===== config.mk =====
export PLATFORM = sky130hd
export DESIGN_NAME = wb_regfile_flat
export DESIGN_NICKNAME = d
export VERILOG_FILES = /design/src/rtl/wb_regfile_if.sv /design/src/rtl/wb_regfile.sv /design/src/flat_wrapper.sv
export SDC_FILE = /design/constraint.sdc
export NUM_CORES = 1
export LEC_CHECK = 0
export CORE_UTILIZATION = 65
export CTS_CLUSTER_SIZE = 28
export DETAILED_ROUTE_END_ITERATION = 6
export DONT_BUFFER_PORTS = 1
export PLACE_DENSITY = 0.81
export SLEW_MARGIN = 20
export SYNTH_ARGS = -nofsm -noshare
export SYNTH_HDL_FRONTEND = slang
export SYNTH_SLANG_ARGS = --single-unit

===== constraint.sdc =====
create_clock -name clk -period 12.2 [get_ports clk]
set_clock_uncertainty 0.2 [all_clocks]
set_input_delay 2.44 -clock clk [delete_from_list [all_inputs] [get_ports clk]]
set_output_delay 2.44 -clock clk [all_outputs]
set_load 0.01 [all_outputs]

===== src/rtl/wb_regfile_if.sv =====
// MEM/WB-to-regfile bundle plus the decode-side read ports and status outputs.
// Latency: none, this is wiring only.
// Backpressure: none; the pipeline advances every clock.
interface wb_regfile_if #(
    parameter int DATA_W = 16,
    parameter int ADDR_W = 3
);
    logic              memtoreg_reg;
    logic              reg_write_reg;
    logic [DATA_W-1:0] read_data_reg;
    logic [DATA_W-1:0] alu_out_reg;
    logic [ADDR_W-1:0] instr_rd_reg;
    logic              halt_reg;
    logic [ADDR_W-1:0] rs_addr;
    logic [ADDR_W-1:0] rt_addr;
    logic [DATA_W-1:0] rs_data;
    logic [DATA_W-1:0] rt_data;
    logic [DATA_W-1:0] wb_data;
    logic              halted;
    logic [15:0]       wb_count;

    // Pipeline and decode side: drives MEM/WB values and read addresses.
    modport master (
        output memtoreg_reg, reg_write_reg, read_data_reg, alu_out_reg,
               instr_rd_reg, halt_reg, rs_addr, rt_addr,
        input  rs_data, rt_data, wb_data, halted, wb_count
    );

    // Register file side.
    modport slave (
        input  memtoreg_reg, reg_write_reg, read_data_reg, alu_out_reg,
               instr_rd_reg, halt_reg, rs_addr, rt_addr,
        output rs_data, rt_data, wb_data, halted, wb_count
    );
endinterface


===== src/rtl/wb_regfile.sv =====
// Write-back select + 8x16 register file (r0 = 0), sticky halt, commit counter; WB_BYPASS_EN adds write-through reads.
// Latency: writes land on the clock edge; reads and wb_data are combinational (0 cycles).
// Backpressure: none; a commit is accepted every cycle until halted, after which writes are dropped.
module wb_regfile #(
    parameter int DATA_W = 16,
    parameter int ADDR_W = 3
) (
    input  logic         clk,
    input  logic         reset,
    wb_regfile_if.slave  bus
);
    localparam int NREG = 1 << ADDR_W;

    logic [DATA_W-1:0] r_regs [NREG];
    logic              r_halted;
    logic [15:0]       r_wb_count;

    logic [DATA_W-1:0] w_wb_data;
    logic              w_commit;
    logic [DATA_W-1:0] w_rs_data;
    logic [DATA_W-1:0] w_rt_data;

    // Write-back select is always live; forwarding logic depends on it even when no write happens.
    always_comb begin
        w_wb_data = bus.memtoreg_reg ? bus.read_data_reg : bus.alu_out_reg;
        w_commit  = bus.reg_write_reg && !r_halted && (bus.instr_rd_reg != '0);
    end

    // Read port helper: r0 is constant zero; optional same-cycle write-through of the committing value.
    function automatic logic [DATA_W-1:0] read_port(input logic [ADDR_W-1:0] addr);
        logic [DATA_W-1:0] v;
        v = '0;
        if (addr != '0) begin
            v = r_regs[addr];
`ifdef WB_BYPASS_EN
            if (w_commit && (addr == bus.instr_rd_reg)) begin
                v = w_wb_data;
            end
`endif
        end
        return v;
    endfunction

    // Two independent combinational read ports for decode.
    always_comb begin
        w_rs_data = read_port(bus.rs_addr);
        w_rt_data = read_port(bus.rt_addr);
    end

    // Register array: commit the write-back value; r0 is never written.
    always_ff @(posedge clk or posedge reset) begin
        if (reset) begin
            for (int i = 0; i < NREG; i++) begin
                r_regs[i] <= '0;
            end
        end else if (w_commit) begin
            r_regs[bus.instr_rd_reg] <= w_wb_data;
        end
    end

    // Sticky halt: the halting cycle's own write still commits because w_commit samples the old flag.
    always_ff @(posedge clk or posedge reset) begin
        if (reset) begin
            r_halted <= 1'b0;
        end else if (bus.halt_reg) begin
            r_halted <= 1'b1;
        end
    end

    // Commit counter, wraps silently at 16 bits.
    always_ff @(posedge clk or posedge reset) begin
        if (reset) begin
            r_wb_count <= '0;
        end else if (w_commit) begin
            r_wb_count <= r_wb_count + 16'd1;
        end
    end

    assign bus.wb_data  = w_wb_data;
    assign bus.rs_data  = w_rs_data;
    assign bus.rt_data  = w_rt_data;
    assign bus.halted   = r_halted;
    assign bus.wb_count = r_wb_count;
endmodule


===== src/flat_wrapper.sv =====
// flat-port wrapper written by rule: the top's interface ports become plain ports
module wb_regfile_flat 
#(
    parameter int DATA_W = 16,
    parameter int ADDR_W = 3
)
  (clk, reset, bus_memtoreg_reg, bus_reg_write_reg, bus_read_data_reg, bus_alu_out_reg, bus_instr_rd_reg, bus_halt_reg, bus_rs_addr, bus_rt_addr, bus_rs_data, bus_rt_data, bus_wb_data, bus_halted, bus_wb_count);
  wb_regfile_if #(.DATA_W(DATA_W), .ADDR_W(ADDR_W)) bus_i ();
  input  logic clk;
  input  logic reset;
  input wire logic [$bits(bus_i.memtoreg_reg)-1:0] bus_memtoreg_reg;
  input wire logic [$bits(bus_i.reg_write_reg)-1:0] bus_reg_write_reg;
  input wire logic [$bits(bus_i.read_data_reg)-1:0] bus_read_data_reg;
  input wire logic [$bits(bus_i.alu_out_reg)-1:0] bus_alu_out_reg;
  input wire logic [$bits(bus_i.instr_rd_reg)-1:0] bus_instr_rd_reg;
  input wire logic [$bits(bus_i.halt_reg)-1:0] bus_halt_reg;
  input wire logic [$bits(bus_i.rs_addr)-1:0] bus_rs_addr;
  input wire logic [$bits(bus_i.rt_addr)-1:0] bus_rt_addr;
  output wire logic [$bits(bus_i.rs_data)-1:0] bus_rs_data;
  output wire logic [$bits(bus_i.rt_data)-1:0] bus_rt_data;
  output wire logic [$bits(bus_i.wb_data)-1:0] bus_wb_data;
  output wire logic [$bits(bus_i.halted)-1:0] bus_halted;
  output wire logic [$bits(bus_i.wb_count)-1:0] bus_wb_count;
  assign bus_i.memtoreg_reg = bus_memtoreg_reg;
  assign bus_i.reg_write_reg = bus_reg_write_reg;
  assign bus_i.read_data_reg = bus_read_data_reg;
  assign bus_i.alu_out_reg = bus_alu_out_reg;
  assign bus_i.instr_rd_reg = bus_instr_rd_reg;
  assign bus_i.halt_reg = bus_halt_reg;
  assign bus_i.rs_addr = bus_rs_addr;
  assign bus_i.rt_addr = bus_rt_addr;
  assign bus_rs_data = bus_i.rs_data;
  assign bus_rt_data = bus_i.rt_data;
  assign bus_wb_data = bus_i.wb_data;
  assign bus_halted = bus_i.halted;
  assign bus_wb_count = bus_i.wb_count;
  wb_regfile #(.DATA_W(DATA_W), .ADDR_W(ADDR_W)) u_core (.clk(clk), .reset(reset), .bus(bus_i));
endmodule

# Yosys cells after proc, flatten, opt, wreduce, memory -nomap -nowiden
# Index checks and enable logic that the tools add are counted.
dict set report word_totals {
  regBits 145
  wordCells 37
}
dict set report classes {
  add_sub_neg 1
  magnitude_cmp 4
  n_mux 12
  n_bitwise 3
  reduce_logical 7
}
# operator n
set op_table {}
lappend op_table {{$bwmux W128} 1}
lappend op_table {{$mux W16} 8}
lappend op_table {{$bmux W16 S3} 2}
lappend op_table {{$demux W16 S3} 1}
lappend op_table {{$add A16 B1 Y16 const B} 1}
lappend op_table {{$ge A4 B4 Y1 const B} 3}
lappend op_table {{$not A3 Y4} 3}
lappend op_table {{$reduce_bool A3 Y1} 3}
lappend op_table {{$lt A4 B1 Y1 const B} 1}
lappend op_table {{$logic_and A1 B1 Y1} 3}
lappend op_table {{$logic_not A1 Y1} 1}

# Logic depth before layout (Yosys ltp)
dict set report depth {
  word_depth 6
  depth_mapped 6
}

# Worst setup path after synthesis
# OpenSTA, ideal clock, no wires.
dict set report synth_timing {
  kind {input to output}
  from {input port bus_rs_addr[1]}
  to {output port bus_rs_data[0]}
  t_arrival_ps 3543
  required_time_ps 9560
  setup_slack_ps 6017
  cell_stages 6
  path_buffers 3
  path_cell_list {clkbuf_1 nor2b_1 clkbuf_1 buf_2 a22oi_1 o21ai_0}
}
dict set report synth_between {
  elab_chain_len 5
}
# item line_no
set synth_rtl {}
lappend synth_rtl {{from (decl)} flat_wrapper.sv:17} ;# input wire logic [$bits(bus_i.rs_addr)-1:0] bus_rs_addr;
lappend synth_rtl {{$not A3 Y4 (implied by the code)} wb_regfile.sv:34} ;# v = r_regs[addr];
lappend synth_rtl {{$bmux W16 S3} wb_regfile.sv:34}
lappend synth_rtl {{$mux W16 (implied by the code) (2 in a row)} wb_regfile.sv:34}
lappend synth_rtl {{$mux W16 *} wb_regfile.sv:33} ;# if (addr != '0) begin
lappend synth_rtl {{to (decl)} flat_wrapper.sv:19} ;# output wire logic [$bits(bus_i.rs_data)-1:0] bus_rs_data;
# Mark *: on every way between the ends. The rest lies on a longest branch, timed or not. The select of a mux whose other input is x is not followed.

# Worst setup path in the final report
dict set report layout_timing {
  from {input port bus_rs_addr[1]}
  to {output port bus_rs_data[2]}
}
# The elaborated chain is that of the path after synthesis.

==> metrics <==
Crit Path Class=in2out; Slew @ Worst Pin=approximately 0.95 ns; Max Freq=around 160 MHz; total of max-cap violations=0; die area=10730 sq um; CP delay by family, top=simple AND/OR/NAND/NOR gates; CTS root buffer=clkbuf_8; mapped cell area=between 6000 and 7000 sq um; Yosys cell types=34; drt wl/cell=about 22 um; hold_buf cts=0; HPWL reported at the end of detailed placement=between 10 and 15 mm; Die Ht=~100 um; min Tclk post-route=about 6.4 ns; layout cells sized above 1=between 10% and 20%; syn nets=about 700; Hold WC Path Type=reg2reg; Final Max Slew Viols=0; design area=7303 sq um; Ys Warns=0; Most used DFF post-synth=dfrtp_1; Num CTS Buffers=17; Post-synth EDFFs=0; Core Area=9864 sq um; final std cells w/o fill=773; DRC viols=0; Layout Nets=approximately 670; slowest stage delay, CP=approximately 0.59 ns; # resized after CTS=0; TritonCTS clock tree=built; Post-Synth XOR/XNOR Area=between 1.5 and 2%; gp weighted congestion=a little over 0.9; post-synthesis compound-gate area fraction=14.83%; setup TNS=0 ns; initial core utilization=between 60% and 70%; Layout Area Growth over Synthesis=8.920%; Area after DPL=around 6700 sq um; GRT Total Usage=33.54%; most frequent cells in the layout=129 x dfrtp_1, 91 x a21oi_1, 65 x nor2_1; Starting DRT DRC Count=~510; startpoint types=input pin; met1 WL=between 6 and 7 mm; clk slew on worst S/H paths=around 0.060 ns; sequential fraction of the synthesis area=roughly 48%; Longest Clk Path Bufs=2; CP max stage cell=nor2b_1; routed wl met3=~1.7 mm; Post-CTS Setup Inserts=0; final hold vios=0; first-pass GRT wire length=around 27 mm; status=finished, final reports clean; dpl cells=between 700 and 800; VDD IR-drop max=between 0.1 and 0.15 mV; crit-path max FO=33; # port buffers=0; cell area power density=~140 nW/um^2; Post-Route WL=about 17 mm; initial antenna violation count=0; most common cell after layout, fill and taps aside=dfrtp_1; vias in the first global route=approximately 5000; ant diodes=0; worst path bufs/invs=1; # H-tree levels=4; clock sinks=~130; crit share post-route=~53%; metal2 WL=a little over 8 mm; synthesized area per cell=between 10 and 15 sq um; Design Power=about 0.0011 W; Rows=36; CP endpoint kind=primary output; Via Count=5188; vias per std cell=~6.7; post-synthesis mux area share=between 10% and 20%; Cells after Synth=652; First-pass DRT Iterations=5; Die Wd=about 100 um; relative slew slack=34.67%; crit path cell chain=nor2b_1 -> buf_4 -> a22oi_1 -> o21ai_0; CP required=around 9.6 ns; Post-DRT Antenna Nets=0; adder-cell area share of the yosys netlist=less than 1%; Synth Area in Simple Gates=around a tenth; FF+latch count, synth=between 100 and 150; highest metal used=met4; RSZ-0062 raised after global routing=false; boundary pin count=111; Leak=between 3 and 4 nW; Async SR Flop Fraction=100.0%; largest family of logic cells by synthesized area=multiplexers; crit path DAT=3.81 ns; setup violators final=0; GR Overflow Total=0; largest net degree at the start of global routing=86; worst skew pair latency=roughly 0.54 ns
logic make-up after synthesis:
family | count (synthesis)
compound gates | 176
simple gates | 153
flops | 129
buf+inv | 97
mux | 81
xor+xnor | 15
fa+ha+maj | 1
layer usage:
| metal | global-route usage, % | vias to the layer above |
|---|---|---|
| met3 | 9.943 | 51 |
| met5 | 0 | - |
| met2 | 51.25 | 310 |
| li1 | - | 2273 |
| met4 | 16.67 | 0 |
| met1 | 44.12 | 2554 |
cell usage after synthesis, types with 4 or more instances:
| cell | count | share of area, % |
|---|---|---|
| a21oi_1 | 91 | 6.8 |
| mux2i_1 | 16 | 2.4 |
| o21ai_1 | 47 | 3.5 |
| nor2_1 | 66 | 3.7 |
| mux4_2 | 32 | 11 |
| xor2_1 | 8 | 1.0 |
| mux2_2 | 33 | 5.5 |
| xnor2_1 | 7 | 0.91 |
| buf_2 | 26 | 1.9 |
| a221oi_1 | 27 | 3.5 |
| a22oi_1 | 5 | 0.56 |
| dfrtp_1 | 129 | 48 |
| nand2_1 | 56 | 3.1 |
| inv_1 | 45 | 2.5 |
| clkbuf_1 | 24 | 1.3 |
| nand4_1 | 7 | 0.65 |
| nor3_1 | 4 | 0.30 |
| o21ai_0 | 6 | 0.45 |
state kept, by name, summed over array words and instances (netlist names):
name	flops
u_core.bus.halted	1
u_core.r_regs	112
u_core.bus.wb_count	16
stage by stage:
step           hold WS [ns]  utilization (%)  worst slack, ns
6_report             0.3115            74.04            5.752
5_1_grt              0.3329            74.04            5.730
4_1_cts              0.3133            73.99            5.786
3_5_place_dp         0.2947            68.11            5.788
3_3_place_gp         0.2771            68.11            5.895
2_1_floorplan        0.2623                -            6.017
power by group:
part	switching [W]	leakage (nW)	total (W)	internal (W)
registers	0.0000179	1.75	0.000466	0.000448
clock network	0.000191	0.280	0.000492	0.000301
logic	0.0000550	1.25	0.0000958	0.0000408
total	0.000264	3.28	0.00105	0.000790
tightest hold or removal path, cell delays in order (launching register included):
cell	delay (ns)
dfrtp_1	0.36
nand2_1	0.05
o21ai_1	0.06
path summary, 6_finish.rpt:
kind                                    start            endpoint  slack (ns)  cells after the start
max in group asynchronous               reset   u_core.r_regs[12]        9.05                      2
min in group asynchronous               reset  u_core.r_regs[107]        1.63                      1
min reg2reg                u_core.r_regs[110]  u_core.r_regs[110]        0.31                      2
min                        u_core.r_regs[110]  u_core.r_regs[110]        0.31                      2
max                            bus_rs_addr[1]      bus_rs_data[2]        5.75                      4
max reg2reg                 u_core.bus.halted   u_core.r_regs[89]        9.86                      4
final cells by class:
type	count	area [sq um]
tap	133	166.4
fill	659	2561
inverter	45	171.4
sequential	129	3228
clock inverter	13	137.6
multi-input combinational	426	3094
clock buffer	19	441.7
timing repair buffer	8	63.81
Power figures use the tool's default switching activity.
